==> src/rtl/pipe_stage_skid.sv <==
// rtl/pipe_stage_skid.sv - parametrised pipeline-stage register with 2-entry skid buffer
//
// Purpose: sits on a CPU pipeline stage boundary. The upstream side has a
// valid/ready handshake. A main register drives the outputs and a skid
// register absorbs one extra beat when downstream stalls. Flush kills every
// held entry and bubbles the control field. A saturating counter records
// the cycles in which the stage holds a valid instruction that downstream
// refuses.
//
// Ports:
//   clk        rising-edge clock
//   rst        asynchronous active-high reset
//   flush      synchronous kill of all held entries
//   clr_stats  synchronous clear of stall_cnt (wins over increment)
//   in_valid   upstream has an instruction
//   in_ready   stage can accept this cycle (registered, no path from out_ready)
//   in_ctrl    upstream control field
//   in_data    upstream payload
//   out_valid  stage output holds a valid instruction
//   out_ready  downstream accepts this cycle
//   out_ctrl   control field to next stage (BUBBLE_CTRL whenever out_valid=0)
//   out_data   payload to next stage
//   stall_cnt  saturating count of cycles with out_valid=1 and out_ready=0

module pipe_stage_skid #(
  parameter int                 CTRL_W      = 16,
  parameter int                 DATA_W      = 192,
  parameter logic [CTRL_W-1:0]  BUBBLE_CTRL = '0,
  parameter int                 CNT_W       = 16
) (
  input  logic              clk,
  input  logic              rst,
  input  logic              flush,
  input  logic              clr_stats,
  input  logic              in_valid,
  output logic              in_ready,
  input  logic [CTRL_W-1:0] in_ctrl,
  input  logic [DATA_W-1:0] in_data,
  output logic              out_valid,
  input  logic              out_ready,
  output logic [CTRL_W-1:0] out_ctrl,
  output logic [DATA_W-1:0] out_data,
  output logic [CNT_W-1:0]  stall_cnt
);

  typedef enum logic [1:0] {
    S_EMPTY = 2'd0,
    S_ONE   = 2'd1,
    S_FULL  = 2'd2
  } state_t;

  // What the main register loads on this edge.
  typedef enum logic [1:0] {
    M_KEEP   = 2'd0,
    M_IN     = 2'd1,
    M_SKID   = 2'd2,
    M_BUBBLE = 2'd3
  } main_sel_t;

  state_t      state, state_nxt;
  main_sel_t   main_sel;
  logic        skid_load;
  logic        skid_bubble;
  logic        accept;

  logic [CTRL_W-1:0] main_ctrl, skid_ctrl;
  logic [DATA_W-1:0] main_data, skid_data;
  logic              out_valid_q, in_ready_q;

  localparam logic [CNT_W-1:0] CNT_MAX = {CNT_W{1'b1}};
  localparam logic [CNT_W-1:0] CNT_ONE = {{(CNT_W-1){1'b0}}, 1'b1};

  assign accept    = in_valid & in_ready_q;
  assign in_ready  = in_ready_q;
  assign out_valid = out_valid_q;
  assign out_ctrl  = main_ctrl;
  assign out_data  = main_data;

  // State register. out_valid and in_ready are registered copies of the
  // next-state decode so neither output has a combinational input path.
  always_ff @(posedge clk or posedge rst) begin
    if (rst) begin
      state       <= S_EMPTY;
      out_valid_q <= 1'b0;
      in_ready_q  <= 1'b1;
    end else begin
      state       <= state_nxt;
      out_valid_q <= (state_nxt != S_EMPTY);
      in_ready_q  <= (state_nxt != S_FULL);
    end
  end

  // Next state and register load controls.
  always_comb begin
    state_nxt   = state;
    main_sel    = M_KEEP;
    skid_load   = 1'b0;
    skid_bubble = 1'b0;
    if (flush) begin
      state_nxt   = S_EMPTY;
      main_sel    = M_BUBBLE;
      skid_bubble = 1'b1;
    end else begin
      case (state)
        S_EMPTY: begin
          if (accept) begin
            state_nxt = S_ONE;
            main_sel  = M_IN;
          end
        end
        S_ONE: begin
          if (accept && out_ready) begin
            main_sel = M_IN;
          end else if (accept) begin
            state_nxt = S_FULL;
            skid_load = 1'b1;
          end else if (out_ready) begin
            // Going empty: bubble the control field so out_ctrl is never
            // a stale write enable while out_valid is low.
            state_nxt = S_EMPTY;
            main_sel  = M_BUBBLE;
          end
        end
        S_FULL: begin
          if (out_ready) begin
            state_nxt   = S_ONE;
            main_sel    = M_SKID;
            skid_bubble = 1'b1;
          end
        end
        default: begin
          state_nxt = S_EMPTY;
          main_sel  = M_BUBBLE;
        end
      endcase
    end
  end

  // Main and skid storage. On a bubble only the control field is forced;
  // payload is don't-care while invalid and is left alone.
  always_ff @(posedge clk or posedge rst) begin
    if (rst) begin
      main_ctrl <= BUBBLE_CTRL;
      main_data <= '0;
      skid_ctrl <= BUBBLE_CTRL;
      skid_data <= '0;
    end else begin
      case (main_sel)
        M_IN: begin
          main_ctrl <= in_ctrl;
          main_data <= in_data;
        end
        M_SKID: begin
          main_ctrl <= skid_ctrl;
          main_data <= skid_data;
        end
        M_BUBBLE: main_ctrl <= BUBBLE_CTRL;
        default: ;
      endcase
      if (skid_load) begin
        skid_ctrl <= in_ctrl;
        skid_data <= in_data;
      end else if (skid_bubble) begin
        skid_ctrl <= BUBBLE_CTRL;
      end
    end
  end

  // Stall statistics: survives flush, clr_stats wins over increment.
  always_ff @(posedge clk or posedge rst) begin
    if (rst) begin
      stall_cnt <= '0;
    end else if (clr_stats) begin
      stall_cnt <= '0;
    end else if (out_valid_q && !out_ready && (stall_cnt != CNT_MAX)) begin
      stall_cnt <= stall_cnt + CNT_ONE;
    end
  end

endmodule
==> config.mk <==
export PLATFORM = sky130hd
export DESIGN_NAME = pipe_stage_skid
export DESIGN_NICKNAME = d
export VERILOG_FILES = /design/src/rtl/pipe_stage_skid.sv
export SDC_FILE = /design/constraint.sdc
export NUM_CORES = 1
export LEC_CHECK = 0
export BUFFER_PORTS_ARGS = -buffer_cell sky130_fd_sc_hd__buf_2
export CELL_PAD_IN_SITES_DETAIL_PLACEMENT = 2
export CELL_PAD_IN_SITES_GLOBAL_PLACEMENT = 2
export CORE_ASPECT_RATIO = 0.6
export CORE_MARGIN = 1.5
export CORE_UTILIZATION = 32
export DETAILED_ROUTE_END_ITERATION = 7
export GPL_ROUTABILITY_DRIVEN = 0
export GPL_TIMING_DRIVEN = 0
export HOLD_SLACK_MARGIN = 0.03
export PLACE_DENSITY = 0.87
export SLEW_MARGIN = 40
export SYNTH_ARGS = -nofsm -noshare
export SYNTH_HDL_FRONTEND = slang
export SYNTH_SLANG_ARGS = --single-unit
==> constraint.sdc <==
create_clock -name clk -period 13.95 [get_ports clk]
set_input_delay 1.395 -clock clk [delete_from_list [all_inputs] [get_ports clk]]
set_output_delay 1.395 -clock clk [all_outputs]
set_load 0.02 [all_outputs]
==> results of run 1 <==
## critical path, delay by kind of cell
family	cells	cell delay, ns
buf+inv	4	1.66
fa+ha+maj	1	0.56
compound gates	1	0.13
simple gates	4	0.81
## Yosys cell counts, types with 2 or more instances
master and instances:
mux2_1 10, and2b_1 2, mux2i_1 195, or3_1 7, mux2_2 184, nor2b_1 4, a22oi_1 16, and3_1 2
nand4_1 3, nand2_1 218, inv_1 5, dfrtp_1 435, ha_1 4, nor3_1 3, a21oi_1 12, o21ai_0 214
nor2_1 11, buf_2 33, or4_1 7, clkbuf_1 57, a22o_1 16, o31ai_1 5, nand3_1 5, nor4_1 2
nand2b_1 3, buf_1 9
## metrics by stage
stage	total power, mW	std cells	hold WS [ns]	instance area, um^2	util
floorplan	2.27	1479	0.458	18200	-
global placement	2.58	2676	0.462	21300	0.381
detailed placement	2.68	2682	0.472	21500	0.384
CTS	3.95	2761	0.487	23000	0.411
global route	4.09	2768	0.499	23000	0.411
finish	3.90	2771	0.484	23000	0.411
## cells in the final DEF (no fill, tap or decap), types with 7 or more instances in the layout
cell	Yosys	final
a21oi_1	12	12
a22o_1	16	16
a22oi_1	16	16
buf_2	33	472
clkbuf_1	57	58
clkbuf_16	0	46
clkbuf_2	0	10
clkbuf_8	0	8
clkinv_2	0	9
dfrtp_1	435	435
diode_2	0	10
mux2_1	10	10
mux2_2	184	184
mux2i_1	195	195
nand2_1	218	218
nor2_1	11	11
o21ai_0	214	214
or3_1	7	7
or4_1	7	7
## final cells by class
type	instances	share of cell area
Antenna cell	10	0.00109
Buffer	100	0.0190
Tap cell	759	0.0412
Timing Repair Buffer	444	0.102
Sequential cell	436	0.474
Clock buffer	63	0.0562
Clock inverter	16	0.00766
Inverter	5	0.00114
Multi-Input combinational cell	938	0.297
## report_power, final
part / internal [mW] / leakage [nW] / switching (mW) / total [mW]
combinational: 0.348 / 4.47 / 0.556 / 0.904
sequential: 1.57 / 5.43 / 0.188 / 1.76
clock: 0.703 / 0.728 / 0.530 / 1.23
total: 2.62 / 10.6 / 1.27 / 3.90
## routing by layer
metal  track usage  part of all wire  vias up
li1              -                 -     6193
met1         0.269              0.42     7273
met2         0.376              0.50      337
met3        0.0516             0.055      130
met4        0.0707             0.030       16
met5             0            0.0016        -
## logic make-up after synthesis
kind of cell | Yosys count
AO/OA/AOI/OAI | 271
adder cells (fa/ha/maj) | 4
multiplexers | 389
buffers and inverters | 105
flip-flops | 436
AND/OR/NAND/NOR | 274
## sequential cells by signal, summed over array words and instances (netlist names)
name / flops
state: 2
out_ctrl: 16
stall_cnt: 16
in_ready: 1
skid_ctrl: 16
skid_data: 192
out_valid: 1
out_data: 192
## worst paths after layout
kind | startpoint | endpoint | slack (ns) | depth (start not counted)
worst min-delay path | out_data[144]$_DFFE_PP0P_ | out_data[144]$_DFFE_PP0P_ | 0.48 | 2
worst min register to register | out_data[144]$_DFFE_PP0P_ | out_data[144]$_DFFE_PP0P_ | 0.48 | 2
max in group asynchronous | rst | skid_data[10]$_DFFE_PP0N_ | 11.61 | 5
min in group asynchronous | rst | skid_data[89]$_DFFE_PP0N_ | 0.81 | 2
worst max-delay path | in_valid | out_data[53]$_DFFE_PP0P_ | 9.85 | 10
worst max register to register | in_ready$_DFF_PP1_ | out_data[53]$_DFFE_PP0P_ | 10.24 | 9
==> flow_metrics.env, run 1 <==
export IMPL_synth_edff_count=0
export IMPL_start_util=0.325
export IMPL_drv_slew=0
export IMPL_cpPeakStageDelay_ns=0.62
export IMPL_drive_gt1_frac=0.374
export IMPL_cts_tree="done"
export IMPL_synth_simple_area_share=0.0640
export IMPL_yosysTopAreaCellShare=0.598
export IMPL_min_period_ns=4.10
export IMPL_synth_xor_area_share=0
export IMPL_post_cts_repair_setup_buffers=0
export IMPL_finClkSkew_ns=0.0244
export IMPL_clock_latency_ns=0.58
export IMPL_async_reset_ff_frac=1.00
export IMPL_worstPathArrival_ns=4.58
export IMPL_muxShareOfSynthArea=0.227
export IMPL_syn_to_final_growth_pct=26.5
export IMPL_tritoncts_num_sinks=436
export IMPL_hold_buffers=0
export IMPL_coreArea_mm2=0.0560
export IMPL_finalSetupTns_ns=0
export IMPL_critical_path_required_ns=14.43
export IMPL_rsz0062_at_grt="false"
export IMPL_synth_cell_types=43
export IMPL_fill_cells=5841
export IMPL_die_h_um=188
export IMPL_peakVddDrop_mv=0.102
export IMPL_hold_class="reg2reg"
export IMPL_multiInputGateArea_mm2=0.00685
export IMPL_vias_per_cell=5.03
export IMPL_worst_pin_slew_ns=0.798
export IMPL_critPathMaxFanout=10
export IMPL_final_antenna_net_count=0
export IMPL_seqCellArea_mm2=0.0109
export IMPL_clockBufferDepth=3
export IMPL_fmax_mhz=244
export IMPL_drc=0
export IMPL_synth_fa_ha_area_frac=0.00275
export IMPL_cts_buffers=45
export IMPL_outcome="finished clean"
export IMPL_yosysWarnings=0
export IMPL_netlist_area_mm2=0.0182
export IMPL_postCtsResizedCells=0
export IMPL_grt_antenna_before_repair=18
export IMPL_ys_ff_latch=436
export IMPL_min_period_over_period=0.294
export IMPL_synth_top_flop_cell="dfrtp_1"
export IMPL_num_vias=13900
export IMPL_grt_overflow_total=0
export IMPL_h_tree_depth=2
export IMPL_p_leak_nw=10.6
export IMPL_grt_max_degree=80
export IMPL_nNetsFinal=2188
export IMPL_hold_viol_final=0
export IMPL_pre_cts_slack_ns=8.88
export IMPL_ys_seq_area_frac=0.600
export IMPL_die_w_um=311
export IMPL_postSynthAreaPerCell_um2=12.3
export IMPL_maxSlewHeadroom=0.465
export IMPL_pin_count=440
export IMPL_cp_end_kind="flop"
export IMPL_crit_type="in2reg"
export IMPL_synth_compound_area_frac=0.0821
export IMPL_dieArea_mm2=0.0584
export IMPL_p_per_area_mw_per_mm2=169
export IMPL_wire_per_inst_um=23.0
export IMPL_crit_slowest_cell="clkbuf_1"
export IMPL_critPathLaunchType="input port"
export IMPL_synth_top_cell_by_area="dfrtp_1"
export IMPL_clk_pin_slew_ns=0.06
export IMPL_grt_pass1_wl_mm=98.7
export IMPL_finalSetupViolCount=0
export IMPL_finalWorstSetupSlack_ns=9.85
export IMPL_netlist_instances=1479
export IMPL_drv_cap=0
export IMPL_synth_nets=1697
export IMPL_cp_cell_sequence="buf_2 -> nand2_1 -> and3_1 -> or3_1 -> ha_1 -> clkbuf_2 -> clkbuf_1 -> clkbuf_1 -> nand2_1 -> o21ai_0"
export IMPL_ctsRootBufferMaster="clkbuf_16"
export IMPL_grt_util_all_layers=0.218
export IMPL_dr_first_iter_drc_count=609
export IMPL_first_pass_iters=4
export IMPL_grt_pass1_vias=16300
export IMPL_synth_top_family_by_area="multiplexers"
export IMPL_wl_mm=63.8
export IMPL_hpwl_mm=46.3
export IMPL_io_buffers=438
export IMPL_num_rows=67
export IMPL_netlist_top_cells_area="dfrtp_1 60%, mux2_2 11%, mux2i_1 11%"
(Power assumes the default switching activity.)
==> inputs of run 2 (changes only) <==
- ABC_AREA: not set -> 1
- PLACE_DENSITY: 0.87 -> 0.9
- clock period: 13.95 -> 3.8 ns (I/O delays scaled with it)
==> run 2 against run 1 <==
  * Area after synthesis up 2.6%
  * Largest power group unchanged
  * Sequential share of layout area down 3.0 points
  * Critical path depth unchanged
==> flow_metrics.env, run 2 <==
export IMPL_critical_path_required_ns=4.26
export IMPL_clock_latency_ns=0.58
export IMPL_worstPathArrival_ns=4.03
export IMPL_io_buffers=439
export IMPL_critPathMaxFanout=19
export IMPL_synth_simple_area_share=0.144
export IMPL_drv_slew=0
export IMPL_netlist_instances=2140
export IMPL_pre_cts_slack_ns=-0.0659
export IMPL_yosysMostFrequentCell="nand2_1"
export IMPL_final_cell_mix="627 x nand2_1, 490 x buf_2, 459 x o21ai_0"
export IMPL_p_per_area_mw_per_mm2=612
export IMPL_clk_pin_slew_ns=0.07
export IMPL_p_leak_nw=11.7
export IMPL_final_cells=3533
export IMPL_drv_cap=0
export IMPL_netlist_top_cells_count="627 x nand2_1, 459 x o21ai_0, 435 x dfrtp_1, 233 x inv_1, 69 x o21ai_1"
export IMPL_grt_overflow_total=0
export IMPL_final_area_mm2=0.0246
export IMPL_coreArea_mm2=0.0576
export IMPL_ys_seq_area_frac=0.584
export IMPL_synth_top_cell_by_area="dfrtp_1"
export IMPL_critical_path_buf_inv_count=5
export IMPL_critPathLaunchType="flop"
export IMPL_fin_util=0.427
export IMPL_drive_gt1_frac=0.222
export IMPL_place_area_mm2=0.0223
export IMPL_wl_mm=84.1
export IMPL_min_period_over_period=0.941
export IMPL_tritoncts_num_sinks=436
export IMPL_async_reset_ff_frac=1.00
export IMPL_crit_slowest_cell="ha_1"
export IMPL_synth_cell_types=29
export IMPL_cts_tree="done"
export IMPL_syn_to_final_growth_pct=31.6
export IMPL_cpPeakStageDelay_ns=0.50
export IMPL_die_h_um=190
export IMPL_placed_cells=3369
export IMPL_worst_pin_slew_ns=0.690
export IMPL_die_w_um=315
export IMPL_num_vias=18200
export IMPL_synth_xor_area_share=0.00188
export IMPL_hold_viol_final=0
export IMPL_rsz0062_at_grt="false"
export IMPL_yosysWarnings=0
export IMPL_ctsRootBufferMaster="clkbuf_16"
export IMPL_maxSlewHeadroom=0.540
export IMPL_cp_end_kind="flop"
export IMPL_finalSetupViolCount=0
export IMPL_worstRegToRegCells=10
export IMPL_wire_per_inst_um=23.8
export IMPL_grt_pass1_wl_mm=129
export IMPL_finClkSkew_ns=0.0213
export IMPL_final_antenna_net_count=0
export IMPL_hpwl_mm=58.6
export IMPL_nNetsFinal=2929
export IMPL_start_util=0.324
export IMPL_cpLargestDelayFamily="buffers and inverters"
export IMPL_hold_class="in2reg"
export IMPL_clockBufferDepth=3
export IMPL_crit_type="reg2reg"
export IMPL_peakVddDrop_mv=0.347
export IMPL_post_cts_repair_setup_buffers=0
export IMPL_synth_top_flop_cell="dfrtp_1"
export IMPL_yosysTopAreaCellShare=0.583
export IMPL_grt_util_all_layers=0.279
export IMPL_dr_first_iter_drc_count=874
export IMPL_dieArea_mm2=0.0599
export IMPL_synth_top_family_by_area="compound AO/OA/AOI/OAI gates"
export IMPL_grt_max_degree=27
export IMPL_postSynthAreaPerCell_um2=8.73
export IMPL_pin_count=440
export IMPL_muxShareOfSynthArea=0
export IMPL_netlist_area_mm2=0.0187
export IMPL_grt_antenna_before_repair=21
export IMPL_first_pass_iters=5
export IMPL_reg2reg_slack_ns=0.22
export IMPL_synth_compound_area_frac=0.183
export IMPL_finalWorstSetupSlack_ns=0.223
export IMPL_synth_nets=2358
export IMPL_cp_cell_sequence="nand2_1 -> inv_1 -> nor2_1 -> o311ai_1 -> ha_1 -> buf_2 -> buf_4 -> inv_2 -> clkbuf_1 -> o21a_1"
export IMPL_outcome="finished clean"
export IMPL_cts_buffers=46
export IMPL_netlist_top_cells_area="dfrtp_1 58%, nand2_1 13%, o21ai_0 12%"
export IMPL_vias_per_cell=5.16
export IMPL_ys_ff_latch=436
export IMPL_hold_path_depth=3
export IMPL_num_rows=68
export IMPL_drc=0
export IMPL_fmax_mhz=280
export IMPL_min_period_ns=3.58
export IMPL_synth_edff_count=0
export IMPL_path_depth=10
export IMPL_synth_fa_ha_area_frac=0.00268
export IMPL_grt_pass1_vias=20900
export IMPL_final_common_cell="nand2_1"
export IMPL_h_tree_depth=2
-- run 2: changes by cell type in the layout (fill, tap and decap cells not counted), sizes merged, moves of 20 or more --
cell	change
nand2	+411
o21ai	+314
mux2i	-195
buf	+42
o211ai	+41
inv	+231
mux2	-194
nor2	+20
dlygate4sd3	+65
o21a	+40
clkbuf	+23
-- run 2: report_power, final --
part / total [mW] / switching [mW] / internal (mW) / leakage, nW
Clock: 4.89 / 2.06 / 2.83 / 0.776
Combinational: 3.78 / 2.61 / 1.17 / 5.62
Sequential: 6.38 / 0.605 / 5.78 / 5.30
Total: 15.1 / 5.27 / 9.78 / 11.7
-- run 2: layer usage --
layer	vias to the layer above	track usage	routed length, um
met5	-	0	67
met2	495	0.480	41200
met1	9508	0.356	36200
met4	10	0.0934	2770
met3	175	0.0491	3820
li1	8039	-	-
-- run 2: area by class of cell --
class,instances,area [um^2]
diodes,17,42.5
plain buffers,136,679
clock buffers,77,1470
clock inverters,6,109
fillers,6337,33000
inverters,236,890
multi-input cells,1331,6190
flip-flops and latches,436,10900
well taps,770,963
repair buffers,524,3320
-- run 2: kinds of logic after synthesis --
| group | after synthesis |
|---|---|
| xor gates and xnor gates | 4 |
| DFF | 436 |
| and+or+nand+nor | 691 |
| adders and majority gates | 4 |
| buffers and inverters | 373 |
| AOI/OAI and AO/OA | 632 |
-- run 2: worst min-delay path, cell delays in order --
cell and delay, ns:
buf_2 0.09, nand2_1 0.05, o21ai_0 0.07
-- run 2: repair_timing --
item	4_1_cts	5_1_grt
gates resized for setup	1	0
endpoints found under the hold margin	79	0
hold buffers	65	0
endpoints found under the setup margin	21	1
cloned	0	0
-- run 2: through the flow --
| stage | hold slack (ns) | setup TNS (ns) | power (mW) |
|---|---|---|---|
| 2_1_floorplan | 0.453 | -1074.63 | 8.33 |
| 3_3_place_gp | 0.458 | -2210.20 | 9.61 |
| 3_5_place_dp | 0.402 | -0.107 | 10.0 |
| 4_1_cts | 0.0303 | 0 | 15.0 |
| 5_1_grt | 0.0482 | 0 | 15.7 |
| 6_report | 0.0528 | 0 | 15.1 |
-- run 2: path summary, 6_finish.rpt --
kind                                           start                         to
hold reg to reg            out_data[189]$_DFFE_PP0P_  out_data[189]$_DFFE_PP0P_
max in group asynchronous                        rst   out_data[78]$_DFFE_PP0P_
min in group asynchronous                        rst    out_ctrl[0]$_DFFE_PP0P_
setup / recovery                  state[1]$_DFF_PP0_  out_data[184]$_DFFE_PP0P_
hold / removal                            in_data[4]   skid_data[4]$_DFFE_PP0N_
setup reg to reg                  state[1]$_DFF_PP0_  out_data[184]$_DFFE_PP0P_
